[src/rtl/cache_pkg.sv]
// Shared definitions for the MMU page cache: geometry constants, the refill
// state encoding and the miss-interface handshake used by lookup and refill.
package cache_pkg;

    localparam int PAGE_BITS = 10;
    localparam int SLOT_BITS = 2;
    localparam int TAG_BITS  = 14;

    typedef enum logic [2:0] {
        ST_IDLE,
        ST_INVAL,
        ST_FETCH,
        ST_WRITE,
        ST_COMMIT,
        ST_ACK
    } refillState_t;

    typedef struct packed {
        logic req;
        logic ack;
    } missHs_t;

endpackage

[src/rtl/refill_watchdog.sv]
// Per-read watchdog for the refill engine: counts stalled FETCH cycles and
// flags expiry. Only built when CACHE_REFILL_TIMEOUT_EN is defined.
`ifdef CACHE_REFILL_TIMEOUT_EN
module refill_watchdog #(
    parameter int TIMEOUT = 255
) (
    input  logic fpgaClk,
    input  logic fpgaRst,
    input  logic clr,
    input  logic en,
    output logic expire
);

    localparam int CW = $clog2(TIMEOUT + 1);

    logic [CW-1:0] count;

    always_ff @(posedge fpgaClk) begin
        if (fpgaRst || clr) begin
            count <= '0;
        end else if (en) begin
            count <= count + 1'b1;
        end
    end

    // Fires during the TIMEOUT-th stalled cycle so the FSM leaves FETCH on that edge.
    assign expire = en && (count == CW'(TIMEOUT - 1));

endmodule
`endif

[src/rtl/cache_refill.sv]
// Cache miss-service engine: invalidate victim slot, copy one page from external
// memory into cache SRAM, commit the tag. Optional watchdog: CACHE_REFILL_TIMEOUT_EN.
module cache_refill
    import cache_pkg::*;
#(
    parameter int PAGE_BITS = cache_pkg::PAGE_BITS,
    parameter int SLOT_BITS = cache_pkg::SLOT_BITS,
    parameter int TAG_BITS  = cache_pkg::TAG_BITS,
    parameter int TIMEOUT   = 255
) (
    input  logic                          fpgaClk,
    input  logic                          fpgaRst,
    input  logic                          missReq,
    input  logic [TAG_BITS-1:0]           missPage,
    input  logic [SLOT_BITS-1:0]          missSlot,
    output logic                          missAck,
    output logic                          missErr,
    output logic                          busy,
    output logic                          tagWe,
    output logic                          tagValid,
    output logic [SLOT_BITS-1:0]          tagSlot,
    output logic [TAG_BITS-1:0]           tagPage,
    output logic                          extRd,
    output logic [TAG_BITS+PAGE_BITS-1:0] extAddr,
    input  logic [7:0]                    extData,
    input  logic                          extValid,
    output logic                          sramWe,
    output logic [SLOT_BITS+PAGE_BITS-1:0] sramAddr,
    output logic [7:0]                    sramData
);

    refillState_t state, nextState;

    logic [TAG_BITS-1:0]  pageLat, pageNext;
    logic [SLOT_BITS-1:0] slotLat, slotNext;
    logic [PAGE_BITS-1:0] offset, offsetNext;
    logic [7:0]           byteLat, byteNext;
    logic                 errLat, errNext;
    logic                 lastByte;
    logic                 timeoutHit;

    logic                          missAckD, missErrD, busyD, tagWeD, tagValidD;
    logic [SLOT_BITS-1:0]          tagSlotD;
    logic [TAG_BITS-1:0]           tagPageD;
    logic                          extRdD, sramWeD;
    logic [TAG_BITS+PAGE_BITS-1:0] extAddrD;
    logic [SLOT_BITS+PAGE_BITS-1:0] sramAddrD;
    logic [7:0]                    sramDataD;

    assign lastByte = (offset == '1);

`ifdef CACHE_REFILL_TIMEOUT_EN
    logic wdClr, wdEn;

    assign wdEn  = (state == ST_FETCH) && !extValid;
    // Every entry to FETCH comes from INVAL or WRITE, so clearing there restarts each read.
    assign wdClr = (state == ST_INVAL) || (state == ST_WRITE);

    refill_watchdog #(
        .TIMEOUT(TIMEOUT)
    ) uWatchdog (
        .fpgaClk(fpgaClk),
        .fpgaRst(fpgaRst),
        .clr    (wdClr),
        .en     (wdEn),
        .expire (timeoutHit)
    );
`else
    // TIMEOUT only sizes the watchdog; keep it referenced when the watchdog is absent.
    logic unusedTimeout;
    assign unusedTimeout = (TIMEOUT != 0);
    assign timeoutHit    = 1'b0;
`endif

    always_ff @(posedge fpgaClk) begin
        if (fpgaRst) begin
            state    <= ST_IDLE;
            missAck  <= 1'b0;
            missErr  <= 1'b0;
            busy     <= 1'b0;
            tagWe    <= 1'b0;
            tagValid <= 1'b0;
            tagSlot  <= '0;
            tagPage  <= '0;
            extRd    <= 1'b0;
            extAddr  <= '0;
            sramWe   <= 1'b0;
            sramAddr <= '0;
            sramData <= '0;
        end else begin
            state    <= nextState;
            missAck  <= missAckD;
            missErr  <= missErrD;
            busy     <= busyD;
            tagWe    <= tagWeD;
            tagValid <= tagValidD;
            tagSlot  <= tagSlotD;
            tagPage  <= tagPageD;
            extRd    <= extRdD;
            extAddr  <= extAddrD;
            sramWe   <= sramWeD;
            sramAddr <= sramAddrD;
            sramData <= sramDataD;
        end
    end

    always_ff @(posedge fpgaClk) begin
        pageLat <= pageNext;
        slotLat <= slotNext;
        offset  <= offsetNext;
        byteLat <= byteNext;
        errLat  <= errNext;
    end

    always_comb begin
        nextState  = state;
        pageNext   = pageLat;
        slotNext   = slotLat;
        offsetNext = offset;
        byteNext   = byteLat;
        errNext    = errLat;
        case (state)
            ST_IDLE: begin
                if (missReq) begin
                    nextState  = ST_INVAL;
                    pageNext   = missPage;
                    slotNext   = missSlot;
                    offsetNext = '0;
                    errNext    = 1'b0;
                end
            end
            ST_INVAL:  nextState = ST_FETCH;
            ST_FETCH: begin
                if (extValid) begin
                    nextState = ST_WRITE;
                    byteNext  = extData;
                end else if (timeoutHit) begin
                    nextState = ST_ACK;
                    errNext   = 1'b1;
                end
            end
            ST_WRITE: begin
                if (lastByte) begin
                    nextState = ST_COMMIT;
                end else begin
                    nextState  = ST_FETCH;
                    offsetNext = offset + 1'b1;
                end
            end
            ST_COMMIT: begin
                nextState = ST_ACK;
                errNext   = 1'b0;
            end
            ST_ACK: begin
                if (!missReq) begin
                    nextState = ST_IDLE;
                end
            end
            default:   nextState = ST_IDLE;
        endcase
    end

    // Outputs are decoded from the next state so they line up with the state register.
    always_comb begin
        missAckD  = (nextState == ST_ACK);
`ifdef CACHE_REFILL_TIMEOUT_EN
        missErrD  = (nextState == ST_ACK) && errNext;
`else
        missErrD  = 1'b0;
`endif
        busyD     = (nextState != ST_IDLE);
        tagWeD    = (nextState == ST_INVAL) || (nextState == ST_COMMIT);
        tagValidD = (nextState == ST_COMMIT);
        tagSlotD  = tagWeD ? slotNext : '0;
        tagPageD  = tagValidD ? pageNext : '0;
        extRdD    = (nextState == ST_FETCH);
        extAddrD  = extRdD ? {pageNext, offsetNext} : '0;
        sramWeD   = (nextState == ST_WRITE);
        sramAddrD = sramWeD ? {slotNext, offsetNext} : '0;
        sramDataD = sramWeD ? byteNext : '0;
    end

endmodule
[config.mk]
export PLATFORM = sky130hd
export DESIGN_NAME = cache_refill
export DESIGN_NICKNAME = d
export VERILOG_FILES = /design/src/rtl/cache_pkg.sv /design/src/rtl/refill_watchdog.sv /design/src/rtl/cache_refill.sv
export SDC_FILE = /design/constraint.sdc
export NUM_CORES = 1
export LEC_CHECK = 0
export ABC_AREA = 0
export CAP_MARGIN = 20
export CORE_MARGIN = 1
export CORE_UTILIZATION = 44
export CTS_BUF_LIST = sky130_fd_sc_hd__clkbuf_16
export DETAILED_ROUTE_END_ITERATION = 16
export PLACE_DENSITY = 0.76
export SLEW_MARGIN = 20
export SYNTH_ARGS = -nofsm -noshare
export SYNTH_HDL_FRONTEND = slang
export SYNTH_SLANG_ARGS = --single-unit
[constraint.sdc]
create_clock -name fpgaClk -period 4.19 [get_ports fpgaClk]
set_input_delay 0.838 -clock fpgaClk [delete_from_list [all_inputs] [get_ports fpgaClk]]
set_output_delay 0.838 -clock fpgaClk [all_outputs]
set_load 0.01 [all_outputs]
==> results of run 1 <==
## final timing paths
kind                    from          end
setup / recovery    extValid  sramAddr[0]
hold / removal    byteLat[3]   byteLat[3]
setup reg to reg   offset[0]  sramAddr[0]
hold reg to reg   byteLat[3]   byteLat[3]
## through the flow
stage	instance area, um2	power (mW)	utilization (%)	setup WS, ns
after floorplan	3470	1.29	-	2.12
after global placement	4440	1.37	57.7	1.27
after detailed placement	4440	1.39	57.7	1.22
after CTS	4750	2.22	61.8	1.58
after global routing	4750	2.30	61.8	1.42
final	4750	2.20	61.8	1.56
## power by group through the flow
stage	logic, mW	clock network, mW	registers, mW
6_report	0.261	0.834	1.10
3_3_place_gp	0.253	0	1.12
5_1_grt	0.286	0.898	1.11
3_5_place_dp	0.263	0	1.13
2_1_floorplan	0.170	0	1.12
4_1_cts	0.264	0.848	1.10
## logic make-up (layout without fill, tap and decap cells)
group / count (synthesis) / after routing
AOI/OAI and AO/OA: 45 / 45
DFF: 103 / 103
adders and majority gates: 1 / 1
buffers and inverters: 48 / 140
muxes: 25 / 25
and+or+nand+nor: 99 / 99
other: 1 / 1
## registers in the layout, indices dropped and copies added (netlist names), 3 cells and up
name	cells
tagPage	14
byteLat	8
pageLat	14
state	3
extAddr	24
sramData	8
sramAddr	12
offset	10
## cells in the mapped netlist (5+ instances only)
master	count	area [um2]
a211oi_1	6	45.0
a21oi_1	9	45.0
buf_2	9	45.0
buf_4	5	37.5
dfxtp_1	103	2060
inv_1	29	109
mux2_2	9	101
mux2i_1	15	150
nand2_1	7	26.3
nor2_1	30	113
nor3_1	24	120
nor3b_1	8	60.1
o21ai_0	7	35.0
## layer usage
layer | vias to the layer above | global-route usage (%)
li1 | 1283 | -
met1 | 1202 | 24.9
met2 | 83 | 29.7
met3 | 8 | 5.13
met4 | 0 | 9.79
met5 | - | 0
## cell type report
type                       instances  area [um2]
clock buffer                       9         225
clock inverter                     7        83.8
fill                             635        2940
inverter                          29         109
multi-input combinational        171        1190
sequential                       103        2060
tap                              102         128
timing repair buffer              95         946
==> results.tsv, run 1 <==
metric	value	unit
fin crit period	2.63	ns
Slew HR	35.7	%
Hold Path Class	reg2reg	
Clk Latency, worst-skew pair	0.35	ns
Critical Path AT	2.84	ns
power per cell area	463	nW/um2
Max VDD drop	0.259	mV
Data required, critical path	4.40	ns
Core ar.	7690	um2
register share of total power	50.2	%
library cells used by synthesis	54	
FF+latch count, synth	103	
routed wl met3	503	um
Max Fclk	380	MHz
postcts setup bufs	0	
Combinational Power Share	11.9	%
vias in the first global route	2534	
Max-Cap Viols	0	
Worst-path clk slew	0.07	ns
CTS tree	yes	
number of I/O pins	95	
maximum buffer depth of the clock tree	2	
xor and xnor fraction of the mapped netlist area	0	%
Leak	1.90	nW
CP bufs+invs	2	
wire length per cell	14.7	um
Post-Route WL	7.59	mm
final setup vio count	0	
Clk pwr share	37.9	%
Compound-Gate Fraction of Synth Area	9.40	%
Initial Util	45.2	%
mapped cell area	3470	um2
leading cell type in the layout, fill and taps excluded	dfxtp_1	
drt via density	4.99	
Synth warnings	0	
main combinational cell family by area after synthesis	simple AND/OR/NAND/NOR gates	
post-synthesis adder-cell area fraction	0.360	%
Top Metal Used	met4	
pin count of the biggest net entering global routing	23	
Critical Path Sink Type	register	
Residual DRC	0	
worst hold slack	0.472	ns
first-pass GRT wire length	12.4	mm
post-synthesis net count	351	
hold path depth	1	
Synth async-reset ratio	0	%
Setup crit start kind	input port	
Worst R2R Setup Slack	1.63	ns
hold_buf cts	0	
Simple-Gate Fraction of Synth Area	16.7	%
Rows	32	
DIE WIDTH	90.8	um
# clock sinks	103	
Final GP Congestion	0.864	
post-synthesis mux area share	7.56	%
Final ANT Viol Nets	0	
Crit-path slowest cell	a2111oi_0	
initial antenna violation count	0	
# nets final	438	
DR iter-0 viols	133	
layout cell share with drive strength beyond 1	9.42	%
die area	8250	um2
Int Power	1.62	mW
Worst-Margin Slew	0.964	ns
most frequent cells in the layout	103 x dfxtp_1, 93 x clkdlybuf4s50_1, 30 x nor2_1	
Placed Cells	500	
Sw Ratio	26.2	%
RSZ-0062 raised after global routing	false	
Tcrit/Tclk final	62.8	%
ys flop type	dfxtp_1	
die outline height	90.8	um
status	completed	
DR WL met2	3.59	mm
final non-filler cell total	516	
Final Hold Viols	0	
Syn Inst Count	322	
NetSw	0.576	mW
Setup TNS	0	ns
worst-path fanout max	22	
kind of critical path	in2reg	
antenna cells	0	
Buffers on Ports	93	
post_cts resized	0	
CP Cell Sequence	clkdlybuf4s50_1, and4bb_2, inv_1, o21a_1, a2111oi_0	
synthesis-to-layout area growth	36.7	%
GRT Overall Usage	19.3	%
Overflow after GRT	0	
Post-Syn Area per Cell	10.8	um2
Crit. path cell count	5	
sequential share of the synthesized area	59.4	%
first-pass iteration count of the detailed router	4	
CTS H-tree lvls	3	
Critical Path Max Stage Delay	0.52	ns
cell family with most CP delay	compound AO/OA/AOI/OAI gates	
clk_skew	0.00937	ns
DRT met1 WL	3.36	mm
Slew Limit Fails	0	
CTS root buf	clkbuf_16	
Post-synth EDFFs	0	
Worst R2R Path Depth	5	
CTS Buf Count	9	
DPL Wire Length	5.20	mm
via count	2576	
No activity file was read; power rests on OpenSTA's default activity.
==> run 2, diff against run 1 <==
--- a/config.mk
+++ b/config.mk
@@ -8,10 +8,10 @@
 export ABC_AREA = 0
 export CAP_MARGIN = 20
 export CORE_MARGIN = 1
-export CORE_UTILIZATION = 44
+export CORE_UTILIZATION = 43
 export CTS_BUF_LIST = sky130_fd_sc_hd__clkbuf_16
 export DETAILED_ROUTE_END_ITERATION = 16
-export PLACE_DENSITY = 0.76
+export PLACE_DENSITY = 0.77
 export SLEW_MARGIN = 20
 export SYNTH_ARGS = -nofsm -noshare
 export SYNTH_HDL_FRONTEND = slang
==> constraint.sdc (replaced) <==
create_clock -name fpgaClk -period 2.13 [get_ports fpgaClk]
set_input_delay 0.426 -clock fpgaClk [delete_from_list [all_inputs] [get_ports fpgaClk]]
set_output_delay 0.426 -clock fpgaClk [all_outputs]
set_load 0.01 [all_outputs]
==> results.tsv, run 2 (synthesis gave the netlist of run 1 again) <==
metric	value	unit	change
Int Power	3.34	mW	+110%
status	completed		
NetSw	1.11	mW	+92%
RSZ-0062 raised after global routing	false		
Leak	2.03	nW	+7.1%
Final Hold Viols	0		unchanged
Buffers on Ports	93		unchanged
CP Cell Sequence	ha_1, nand3_1, buf_4, nor4_1, o221ai_2, buf_4, nor3_1		
CTS tree	yes		
DPL Wire Length	5.60	mm	+7.7%
Slew Limit Fails	0		unchanged
Hold Path Class	reg2reg		
maximum buffer depth of the clock tree	2		unchanged
Residual DRC	0		unchanged
postcts setup bufs	0		unchanged
max reg flops	24		unchanged
Overflow after GRT	0		unchanged
register share of total power	48.4	%	-1.8 points
CTS Buf Count	9		unchanged
Max VDD drop	0.430	mV	+66%
Core ar.	7770	um2	+1.0%
Layout fillers	634		-0.16%
Most common cell on crit path	buf_4		
Combinational Power Share	13.4	%	+1.5 points
first-pass GRT wire length	12.8	mm	+3.7%
Setup crit start kind	register		
worst setup margin	0.182	ns	-1.38 ns
Post-Route WL	7.89	mm	+4.0%
Max Fclk	513	MHz	
initial antenna violation count	0		unchanged
DIE WIDTH	91.9	um	+1.1%
Clk pwr share	38.1	%	+0.2 points
final setup vio count	0		unchanged
synthesis-to-layout area growth	43.0	%	
Final ANT Viol Nets	0		unchanged
Data required, critical path	2.39	ns	-2.01 ns
Critical Path AT	2.20	ns	-0.64 ns
leading cell type in the layout, fill and taps excluded	dfxtp_1		
drt via density	4.97		-0.40%
via count	2700		+4.8%
vias in the first global route	2667		+5.2%
# nets final	465		+6.2%
Sw Ratio	24.9	%	-1.3 points
most frequent cells in the layout	103 x dfxtp_1, 93 x clkdlybuf4s50_1, 30 x nor2_1		
clk_skew	0.00866	ns	-0.000712 ns
kind of critical path	reg2reg		
die area	8440	um2	+2.3%
CTS H-tree lvls	3		unchanged
Max-Cap Viols	0		unchanged
Slew HR	64.6	%	+29 points
layout cell share with drive strength beyond 1	15.0	%	+5.5 points
Tcrit/Tclk final	91.4	%	
# clock sinks	103		unchanged
Final GP Congestion	0.921		+6.7%
hold_buf cts	0		unchanged
Rows	32		unchanged
post_cts resized	0		unchanged
worst-path fanout max	11		-50%
power per cell area	895	nW/um2	+93%
fin crit period	1.95	ns	
largest reg by FF count	extAddr		
CTS root buf	clkbuf_16		
DR iter-0 viols	149		+12%
biggest regs	extAddr x24, pageLat x14, tagPage x14		
antenna cells	0		unchanged
Worst-path clk slew	0.07	ns	about the same
Clk Latency, worst-skew pair	0.34	ns	about the same
Crit-path slowest cell	dfxtp_1		
Setup TNS	0	ns	unchanged
Worst-Margin Slew	0.518	ns	-0.446 ns
wire length per cell	14.5	um	-1.1%
die outline height	91.9	um	+1.1%
pin count of the biggest net entering global routing	20		-13%
GRT Overall Usage	19.7	%	+0.40 points
first-pass iteration count of the detailed router	4		unchanged
Critical Path Sink Type	register		
pre-CTS setup slack	-0.122	ns	-1.34 ns
Critical Path Max Stage Delay	0.36	ns	-0.16 ns
Initial Util	44.7	%	-0.47 points
number of I/O pins	95		unchanged
[run 2: through the flow]
step	std cells	area [um2]	util, %	hold WS [ns]	power [mW]
3_3_place_gp	527	4650	59.9	0.450	2.76
4_1_cts	543	4970	64.0	0.474	4.48
6_report	543	4970	64.0	0.468	4.45
5_1_grt	543	4970	64.0	0.494	4.63
3_5_place_dp	527	4650	59.9	0.458	2.79
2_1_floorplan	322	3470	-	0.445	2.53
[run 2: layout make-up]
class / count / area [um2] / area share [%]
multi-input cells: 171 / 1190 / 24.0
clock buffers: 9 / 225 / 4.53
clock inverters: 7 / 88.8 / 1.79
inverters: 29 / 109 / 2.19
flip-flops and latches: 103 / 2060 / 41.5
well taps: 102 / 128 / 2.57
repair buffers: 122 / 1160 / 23.4
[run 2: critical path: cells and delay by family, from the launching register on]
kind | cells | cell delay (ns)
simple gates | 3 | 0.68
flops | 1 | 0.36
fa+ha+maj | 1 | 0.23
compound gates | 1 | 0.19
buf+inv | 2 | 0.40
[run 2: final timing paths]
check	start	to	slack, ns	depth (start not counted)
max	offset[1]	tagPage[2]	0.18	7
min	byteLat[7]	byteLat[7]	0.47	1
max reg2reg	offset[1]	tagPage[2]	0.18	7
min reg2reg	byteLat[7]	byteLat[7]	0.47	1
[run 2: layer usage]
layer | vias up | GRT usage (%) | wire length (um)
li1 | 1337 | - | -
met1 | 1265 | 25.6 | 3570
met2 | 86 | 31.3 | 3780
met3 | 12 | 3.73 | 398
met4 | 0 | 9.90 | 141
met5 | - | 0 | 0
[run 2: power groups by stage]
| stage | logic, mW | clock network, mW | registers, mW |
|---|---|---|---|
| floorplan | 0.335 | 0 | 2.20 |
| global placement | 0.577 | 0 | 2.19 |
| detailed placement | 0.596 | 0 | 2.20 |
| CTS | 0.599 | 1.73 | 2.15 |
| global route | 0.651 | 1.81 | 2.17 |
| finish | 0.598 | 1.70 | 2.15 |
==> run 3, diff against run 2 <==
--- a/config.mk
+++ b/config.mk
@@ -11,6 +11,7 @@
 export CORE_UTILIZATION = 43
 export CTS_BUF_LIST = sky130_fd_sc_hd__clkbuf_16
 export DETAILED_ROUTE_END_ITERATION = 16
+export GPL_TIMING_DRIVEN = 1
 export PLACE_DENSITY = 0.77
 export SLEW_MARGIN = 20
 export SYNTH_ARGS = -nofsm -noshare
==> results of run 3 <==
The final DEF is identical to that of run 2; final timing and power are the same.
